==> config.mk <==
export PLATFORM = sky130hd
export DESIGN_NAME = op_issue_queue
export DESIGN_NICKNAME = d
export VERILOG_FILES = /design/src/rtl/op_issue_queue_pkg.sv /design/src/rtl/op_issue_queue_issue_fifo.sv /design/src/rtl/op_issue_queue.sv
export SDC_FILE = /design/constraint.sdc
export NUM_CORES = 1
export LEC_CHECK = 0
export CORE_UTILIZATION = 43
export CTS_CLUSTER_SIZE = 28
export DETAILED_ROUTE_END_ITERATION = 10
export GPL_TIMING_DRIVEN = 0
export HOLD_SLACK_MARGIN = 0.1
export MAX_ROUTING_LAYER = met4
export PLACE_DENSITY = 0.64
export RECOVER_POWER = 100
export SLEW_MARGIN = 30
export SYNTH_ARGS = -nofsm -noshare
export SYNTH_HDL_FRONTEND = slang
export SYNTH_SLANG_ARGS = --single-unit
==> constraint.sdc <==
create_clock -name clk -period 5.8 [get_ports clk]
set_input_delay 1.16 -clock clk [delete_from_list [all_inputs] [get_ports clk]]
set_output_delay 1.16 -clock clk [all_outputs]
set_load 0.01 [all_outputs]
==> src/rtl/op_issue_queue_pkg.sv <==
// Shared types and widths for the per-core operation issue queue.
package op_issue_queue_pkg;

    localparam int unsigned OPERAND_W = 8;
    localparam int unsigned ADDR_W    = 12;
    localparam int unsigned RESULT_W  = 16;

    // Core opcode set; the queue carries it through without decoding it.
    typedef enum logic [2:0] {
        LOAD  = 3'd0,
        STORE = 3'd1,
        ADD   = 3'd2,
        SUB   = 3'd3,
        MUL   = 3'd4,
        AND   = 3'd5,
        OR    = 3'd6,
        XOR   = 3'd7
    } opcode;

    typedef enum logic [1:0] {
        IDLE  = 2'd0,
        ISSUE = 2'd1,
        WAIT  = 2'd2,
        WB    = 2'd3
    } issue_state_t;

    typedef struct packed {
        opcode                op;
        logic [OPERAND_W-1:0] a;
        logic [OPERAND_W-1:0] b;
        logic [ADDR_W-1:0]    addr;
        logic [OPERAND_W-1:0] data;
    } issue_entry_t;

endpackage

==> src/rtl/op_issue_queue_issue_fifo.sv <==
// Circular buffer of pending issue entries with registered occupancy flags.
module issue_fifo
    import op_issue_queue_pkg::*;
#(
    parameter int unsigned  DEPTH = 8,
    localparam int unsigned CNT_W = $clog2(DEPTH + 1)
) (
    input  logic             clk,
    input  logic             rst,
    input  logic             push,
    input  issue_entry_t     push_entry,
    input  logic             pop,
    output issue_entry_t     head_c,
    output logic [CNT_W-1:0] count,
    output logic             full,
    output logic             empty
);

    localparam int unsigned PTR_W = $clog2(DEPTH);

    issue_entry_t     mem [DEPTH];
    logic [PTR_W-1:0] wr_ptr;
    logic [PTR_W-1:0] rd_ptr;
    logic             do_push;
    logic             do_pop;
    logic [CNT_W-1:0] count_next;

    assign do_push = push && !full;
    assign do_pop  = pop && !empty;
    assign head_c  = mem[rd_ptr];

    // Occupancy after this cycle's push/pop; a simultaneous pair cancels out.
    always_comb begin
        count_next = count;
        if (do_push && !do_pop) begin
            count_next = count + CNT_W'(1);
        end else if (do_pop && !do_push) begin
            count_next = count - CNT_W'(1);
        end
    end

    // Pointers, count and flags; pointers wrap naturally as DEPTH is a power of two.
    always_ff @(posedge clk) begin
        if (!rst) begin
            wr_ptr <= '0;
            rd_ptr <= '0;
            count  <= '0;
            full   <= 1'b0;
            empty  <= 1'b1;
        end else begin
            if (do_push) begin
                wr_ptr <= wr_ptr + PTR_W'(1);
            end
            if (do_pop) begin
                rd_ptr <= rd_ptr + PTR_W'(1);
            end
            count <= count_next;
            full  <= (count_next == CNT_W'(DEPTH));
            empty <= (count_next == '0);
        end
    end

    // Entry storage; contents need no reset since pointers gate visibility.
    always_ff @(posedge clk) begin
        if (do_push) begin
            mem[wr_ptr] <= push_entry;
        end
    end

endmodule

==> src/rtl/op_issue_queue.sv <==
// Per-core front end: queues ops, issues one at a time, captures results or times out.
module op_issue_queue
    import op_issue_queue_pkg::*;
#(
    parameter int unsigned  DEPTH   = 8,
    parameter int unsigned  TIMEOUT = 64,
    localparam int unsigned CNT_W   = $clog2(DEPTH + 1)
) (
    input  logic             clk,
    input  logic             rst,
    input  logic             instr_valid,
    output logic             instr_ready,
    input  opcode            instr_op,
    input  logic [7:0]       instr_a,
    input  logic [7:0]       instr_b,
    input  logic [11:0]      instr_addr,
    input  logic [7:0]       instr_data,
    output logic             start_op,
    output opcode            op_sel,
    output logic [7:0]       A,
    output logic [7:0]       B,
    output logic [11:0]      address_in,
    output logic [7:0]       data_in,
    input  logic             end_op,
    input  logic [15:0]      result,
    output logic             wb_valid,
    output opcode            wb_op,
    output logic [15:0]      wb_result,
    output logic             wb_err,
    output logic [CNT_W-1:0] count,
    output logic             busy
);

    localparam int unsigned TMR_W = $clog2(TIMEOUT);

    issue_state_t     state;
    issue_state_t     state_next;
    logic [TMR_W-1:0] timer;
    logic             fifo_full;
    logic             fifo_empty;
    logic             push;
    logic             pop;
    logic             timer_clr;
    logic             timer_inc;
    logic             cap_done;
    logic             cap_abort;
    issue_entry_t     in_entry;
    issue_entry_t     head_entry;

    // full is the registered form of count == DEPTH, so ready depends only on state.
    assign instr_ready = !fifo_full;
    assign push        = instr_valid && instr_ready;
    assign in_entry    = '{op: instr_op, a: instr_a, b: instr_b, addr: instr_addr, data: instr_data};

    issue_fifo #(
        .DEPTH (DEPTH)
    ) u_fifo (
        .clk        (clk),
        .rst        (rst),
        .push       (push),
        .push_entry (in_entry),
        .pop        (pop),
        .head_c     (head_entry),
        .count      (count),
        .full       (fifo_full),
        .empty      (fifo_empty)
    );

    // State register.
    always_ff @(posedge clk) begin
        if (!rst) begin
            state <= IDLE;
        end else begin
            state <= state_next;
        end
    end

    // Next state plus pop/capture/timer strobes.
    always_comb begin
        state_next = state;
        pop        = 1'b0;
        timer_clr  = 1'b0;
        timer_inc  = 1'b0;
        cap_done   = 1'b0;
        cap_abort  = 1'b0;
        case (state)
            IDLE: begin
                if (!fifo_empty) begin
                    pop        = 1'b1;
                    state_next = ISSUE;
                end
            end
            ISSUE: begin
                timer_clr  = 1'b1;
                state_next = WAIT;
            end
            WAIT: begin
                if (end_op) begin
                    cap_done   = 1'b1;
                    state_next = WB;
                end else if (timer == TMR_W'(TIMEOUT - 1)) begin
                    cap_abort  = 1'b1;
                    state_next = WB;
                end else begin
                    timer_inc = 1'b1;
                end
            end
            WB: begin
                if (!fifo_empty) begin
                    pop        = 1'b1;
                    state_next = ISSUE;
                end else begin
                    state_next = IDLE;
                end
            end
            default: begin
                state_next = IDLE;
            end
        endcase
    end

    // Completion timer, restarted on every issue.
    always_ff @(posedge clk) begin
        if (!rst) begin
            timer <= '0;
        end else if (timer_clr) begin
            timer <= '0;
        end else if (timer_inc) begin
            timer <= timer + TMR_W'(1);
        end
    end

    // Strobes follow the next state so they line up with ISSUE/WB cycles.
    always_ff @(posedge clk) begin
        if (!rst) begin
            start_op <= 1'b0;
            wb_valid <= 1'b0;
            busy     <= 1'b0;
        end else begin
            start_op <= (state_next == ISSUE);
            wb_valid <= (state_next == WB);
            busy     <= (state_next != IDLE);
        end
    end

    // Operand registers: loaded on pop, held until the next op is popped.
    always_ff @(posedge clk) begin
        if (!rst) begin
            op_sel     <= LOAD;
            A          <= '0;
            B          <= '0;
            address_in <= '0;
            data_in    <= '0;
        end else if (pop) begin
            op_sel     <= head_entry.op;
            A          <= head_entry.a;
            B          <= head_entry.b;
            address_in <= head_entry.addr;
            data_in    <= head_entry.data;
        end
    end

    // Writeback registers: updated on completion or abort, held otherwise.
    always_ff @(posedge clk) begin
        if (!rst) begin
            wb_op     <= LOAD;
            wb_result <= '0;
            wb_err    <= 1'b0;
        end else if (cap_done) begin
            wb_op     <= op_sel;
            wb_result <= result;
            wb_err    <= 1'b0;
        end else if (cap_abort) begin
            wb_op     <= op_sel;
            wb_result <= '0;
            wb_err    <= 1'b1;
        end
    end

endmodule

==> results of run 1 <==
cell usage in the layout, fill, tap and decap left out, types with 2 or more instances in the layout:
cell type,netlist,final
o21ai_0,63,63
mux4_2,78,78
diode_2,0,4
buf_4,2,3
bufinv_16,0,4
nor3_1,6,6
nand2b_1,5,5
nand3_1,8,8
a31oi_1,3,3
edfxtp_1,312,312
buf_8,0,2
buf_1,5,4
buf_16,0,5
a211oi_1,4,4
mux2i_1,40,40
dlygate4sd3_1,0,109
clkbuf_16,0,42
or4_1,2,2
clkinv_2,0,5
xor2_1,3,3
buf_6,2,2
clkbuf_8,0,5
inv_1,10,10
dfxtp_1,82,82
clkinv_1,1,5
buf_2,11,9
nor2_1,19,19
a21oi_1,68,68
clkdlybuf4s50_1,0,16
nand4_1,2,2
and3_1,3,3
nand2_1,29,29
xnor2_1,5,5
clkbuf_1,29,66
ha_1,9,9
layer usage:
layer	global-route usage [%]	vias up	wire, µm
met2	30.1	240	15400
met1	25.4	4120	14100
li1	-	3659	-
met5	-	-	0
met4	4.94	0	559
met3	3.56	55	1810
through the flow:
| step | cell area, µm² | worst slack (ps) | std cells | TNS [ps] |
|---|---|---|---|---|
| global placement | 16600 | -2580 | 1392 | -274170 |
| finish | 18200 | 1360 | 1502 | 0 |
| detailed placement | 17100 | 1810 | 1422 | 0 |
| global route | 18200 | 1180 | 1502 | 0 |
| floorplan | 14800 | 1030 | 819 | 0 |
| CTS | 18500 | 2350 | 1498 | 0 |
sequential cells by signal, summed over array words and instances (netlist names):
name,flops
u_fifo.mem,312
wb_result,16
address_in,12
A,8
B,8
data_in,8
timer,6
u_fifo.count,4
op_sel,3
u_fifo.rd_ptr,3
u_fifo.wr_ptr,3
wb_op,3
state,2
busy,1
start_op,1
u_fifo.empty,1
u_fifo.full,1
wb_err,1
wb_valid,1
worst max-delay path: cells and delay by family:
family	cells	cell delay [ps]
and+or+nand+nor	3	1680
buffers and inverters	3	1750
cell families after synthesis:
logic type	share of synthesized area, %
compound gates	5.22
xor+xnor	0.474
buf+inv	1.80
flops	74.5
mux	14.6
simple gates	2.65
fa+ha+maj	0.762
power by group:
part	leakage (nW)	internal [mW]	switching, mW	total (mW)
sequential	3.51	3.27	0.102	3.37
clock	0.671	1.59	1.05	2.64
combinational	1.80	0.635	0.815	1.45
synthesized netlist by cell type (all sizes together), types with 4 or more instances:
master  number  area [µm²]
nand2b       5        31.3
buf         20         111
nor2        19        71.3
o21ai       63         315
nor3         6        30.0
nand2       29         109
a21oi       68         340
nand3        8        40.0
mux2i       40         400
mux4        78        1760
edfxtp     312        9370
a211oi       4        30.0
inv         10        37.5
clkbuf      30         114
ha           9         113
dfxtp       82        1640
xnor2        5        43.8
worst paths after layout:
path / from / to / slack [ps] / depth (start not counted)
worst max-delay path: instr_valid / u_fifo.mem[2][0] / 1360 / 6
worst min-delay path: wb_result[3] / wb_result[3] / 470 / 2
worst min register to register: wb_result[3] / wb_result[3] / 470 / 2
worst max register to register: u_fifo.full / u_fifo.mem[2][0] / 2280 / 5
final cells by class:
class,count,share of cell area [%]
inverters,11,0.226
multi-input cells,364,19.2
clock inverters,17,1.17
clock buffers,59,6.39
repair buffers,155,8.28
flip-flops and latches,394,60.4
well taps,448,3.07
plain buffers,50,1.22
diodes,4,0.0549
==> metrics.txt, run 1 <==
async set-or-reset flop fraction in the synthesized netlist=0%; Global Route Usage Sum=19.0%; Initial Util=43.9%; Final nets=1,085; Critical Path AT=4590 ps; leakage=5.98 nW; Clock Latency Late Sink=540 ps; # setup viols final=0; class of the worst hold path=reg2reg; first-pass GRT wire length=49.0 mm; required time of the worst setup path=5960 ps; syn avg cell area=18.0 µm²; number of remaining DRC errors=0; run status=complete, but fails checks; clk root buf=clkbuf_16; Setup CP Type=in2reg; # rows=67; crit-path cells=dlygate4sd3_1, nor2b_1, clkbuf_1, nand2b_1, nor2_1, clkbuf_1; Setup crit end kind=flop; Num Clock Sinks=394; Max VDD drop=0.000267 V; die height=187 µm; Synth Cell Area=14,800 µm²; Reg area=11,000 µm²; initial antenna violation count=4; worst slew pin tran=1790 ps; Port Buffer Count=125; Final Cycle Share=76.5%; vias in the first global route=8,242; Post-synth EDFFs=312; Slew Limit Fails=28; cts hold-fix bufs=0; most frequent CP cell=clkbuf_1; max incr delay on CP=1270 ps; Tot Pwr=7.46 mW; Final min period=4440 ps; Post-Route WL=31.8 mm; max-cap violations=2; headroom to the max-slew limit=-19.7%; area delta synth->final=23.4%; RSZ-0062 raised after global routing=false; TritonCTS Buffers=41; Warnings, synthesis=0; number of post-CTS setup repair buffers=0; Resized Gates After CTS=0; final hold vios=0; CP max stage cell=nor2_1; DR WL/cell=21.2 µm; crit-path max FO=14; HPWL after detailed placement=21.0 mm; failing checks=max-capacitance violations, max-slew violations; Hold Slack=469 ps; Fillers=2,711; Initial DRC Count=582; most used flip-flop cell after synthesis=edfxtp_1; full die area=35,100 µm²; post-route ant nets=0; H-tree levels=2; pin count of the biggest net entering global routing=17; GP Congestion=0.752; Seq/Total Area, Yosys=74.5%; CTS tree=yes; chip width=187 µm; Worst-path clk slew=60 ps; core area=33,700 µm²; clk buf depth=3; flops & latches, synth=394; gr ovfl total=0; f_max=0.225 GHz; footprint of the multi-input gates=3500 µm²; Mapped Cells=819; Initial DRT Pass Iterations=5; via count=8,074; fraction of layout cells with a size suffix above 1=15.5%; Ports=126; Worst setup SP type=primary input; vias per cell=5.38; Cell variety after synth=43; Syn Nets=887; pwr/cell area=409 nW/µm²; Layout Utilization=54.1%; Max Clock Skew=19.7 ps
(Power assumes the default switching activity.)
==> run 2: changes to the inputs <==
--- a/config.mk
+++ b/config.mk
@@ -11,7 +11,7 @@
 export GPL_TIMING_DRIVEN = 0
 export HOLD_SLACK_MARGIN = 0.1
 export MAX_ROUTING_LAYER = met4
-export PLACE_DENSITY = 0.64
+export PLACE_DENSITY = 0.67
 export RECOVER_POWER = 100
 export SLEW_MARGIN = 30
 export SYNTH_ARGS = -nofsm -noshare
==> constraint.sdc (replaced) <==
create_clock -name clk -period 4 [get_ports clk]
set_input_delay 0.8 -clock clk [delete_from_list [all_inputs] [get_ports clk]]
set_output_delay 0.8 -clock clk [all_outputs]
set_load 0.01 [all_outputs]
==> run 2 against run 1 <==
  * The flow now finishes without violations
  * Via count is 2.0% lower
  * Die area stayed put
  * Cell count is 0.33% lower
  * First-iteration DRC count is 30% higher
  * Final area is 0.56% higher
  * Highest routed layer unchanged
==> metrics.txt, run 2 (same netlist as run 1, synthesis figures left out) <==
run status=finished, final reports clean; CTS tree=yes; max-cap violations=0 (-2); Num Clock Sinks=394 (unchanged); clk root buf=clkbuf_16; clk buf depth=3 (unchanged); WHS Path Cells=2 (unchanged); core area=33,700 µm² (unchanged); worst r2r path cells=5 (unchanged); pwr/cell area=575 nW/µm² (+41%); cts hold-fix bufs=0 (unchanged); fin area=18,300 µm² (+0.56%); Initial DRC Count=755 (+30%); Largest Register=u_fifo.mem; Hold Path Sink=wb_result[1]; Placed Area=17,100 µm² (about the same); Worst-path clk slew=60 ps (about the same); Critical Path AT=3630 ps (-960 ps); f_max=0.294 GHz; Final Cycle Share=84.9%; die height=187 µm (unchanged); Fillers=2,685 (-0.96%); Setup CP Type=in2reg; leakage=6.00 nW (+0.41%); commonest non-fill, non-tap cell in the layout=edfxtp_1; full die area=35,100 µm² (unchanged); Worst setup SP type=primary input; HPWL after detailed placement=20.4 mm (-3.0%); # setup viols final=0 (unchanged); Ports=126 (unchanged); vias in the first global route=7,958 (-3.4%); H-tree levels=2 (unchanged); Post-Route WL=31.8 mm (-0.20%); initial antenna violation count=6 (+2); Max Clock Skew=14.8 ps (-4.91 ps); DP Cell Count=1,415 (-0.49%); Setup crit end kind=flop; pin count of the biggest net entering global routing=19 (+2); class of the worst hold path=reg2reg; TritonCTS Buffers=41 (unchanged); Port Buffer Count=125 (unchanged); Slew Limit Fails=0 (-100%); GP Congestion=0.764 (+1.5%); Worst R2R Start=u_fifo.full; post-route ant nets=0 (unchanged); Initial DRT Pass Iterations=8 (+3); final hold vios=0 (unchanged); Max VDD drop=0.000417 V (+56%); headroom to the max-slew limit=1.84% (+22 points); crit-path max FO=17 (+3); via count=7,912 (-2.0%); chip width=187 µm (unchanged); # rows=67 (unchanged); most frequent cells in the layout=edfxtp_1, dlygate4sd3_1, dfxtp_1; Final min period=3400 ps; vias per cell=5.29 (-1.7%); number of post-CTS setup repair buffers=0 (unchanged); area delta synth->final=24.1%; non-filler cells, final=1,497 (-0.33%); gr ovfl total=0 (unchanged); Initial Util=43.9% (unchanged); required time of the worst setup path=4230 ps (-1730 ps); Final nets=1,078 (-0.65%); R2R Path End=u_fifo.mem[5][11]; Resized Gates After CTS=0 (unchanged); Global Route Usage Sum=18.8% (-0.20 points); max FFs per register=312 (unchanged); DR WL/cell=21.2 µm (+0.13%); worst slew pin tran=1470 ps (-321 ps); Reg2Reg Setup Slack=1090 ps (-1190 ps); Largest regs=u_fifo.mem (312), wb_result (16), address_in (12); Clock Latency Late Sink=540 ps (about the same); number of remaining DRC errors=0 (unchanged); Hold Startpoint=wb_result[1]; first-pass GRT wire length=48.6 mm (-0.90%); fraction of layout cells with a size suffix above 1=16.7% (+1.2 points); RSZ-0062 raised after global routing=false
run 2: cell count changes in the layout (fill, tap and decap cells not counted), sizes merged:
cell / delta
clkinvlp: -1
diode: +2
bufinv: -4
clkdlybuf4s50: +2
dlygate4sd3: -2
clkbuf: -14
buf: +12
run 2: layer usage:
| layer | global-route usage (%) | share of wire [%] | vias to the layer above |
|---|---|---|---|
| met3 | 3.56 | 5.5 | 41 |
| met2 | 29.7 | 48 | 222 |
| met5 | - | 0 | - |
| met1 | 25.4 | 45 | 3993 |
| li1 | - | - | 3656 |
| met4 | 4.41 | 1.6 | 0 |
run 2: where the power goes:
part           switching, mW  total (mW)  internal (mW)  leakage, nW
Combinational           1.19        2.14          0.944         1.89
Clock                   1.52        3.53           2.02        0.609
Sequential             0.146        4.88           4.73         3.51
Total                   2.86        10.6           7.69         6.00
run 2: worst max path at each step:
stage	from	end	slack, ps
3_5_place_dp	instr_valid	u_fifo.mem[1][10]	480
6_report	instr_valid	u_fifo.mem[5][11]	600
3_3_place_gp	instr_valid	u_fifo.mem[4][10]	-1700
5_1_grt	instr_valid	u_fifo.mem[4][13]	450
4_1_cts	instr_valid	u_fifo.mem[1][8]	1000
2_1_floorplan	instr_valid	u_fifo.mem[4][0]	630
run 2: critical path: stages:
cell and delay (ps):
clkdlybuf4s50_1 530, nor2b_1 180, clkbuf_1 380, nand2_1 290, nor2_1 1160, buf_16 260
run 2: area by class of cell:
class,instances,area (µm²),share of cell area [%]
diodes,6,15.0,0.0819
plain buffers,50,214,1.17
clock buffers,64,1160,6.35
clock inverters,12,86.3,0.471
inverters,11,41.3,0.225
multi-input cells,364,3550,19.4
flip-flops and latches,394,11000,60.1
well taps,448,561,3.06
repair buffers,148,1690,9.21
run 2: through the flow:
step	setup WS [ps]	util [%]	setup TNS [ps]	hold WS, ps	power [mW]
6_report	603	54.4	0	469	10.6
2_1_floorplan	634	-	0	447	6.25
4_1_cts	997	54.5	0	473	10.8
3_3_place_gp	-1700	49.3	-505070	456	7.13
5_1_grt	450	54.4	0	492	11.0
3_5_place_dp	480	50.8	0	465	7.21
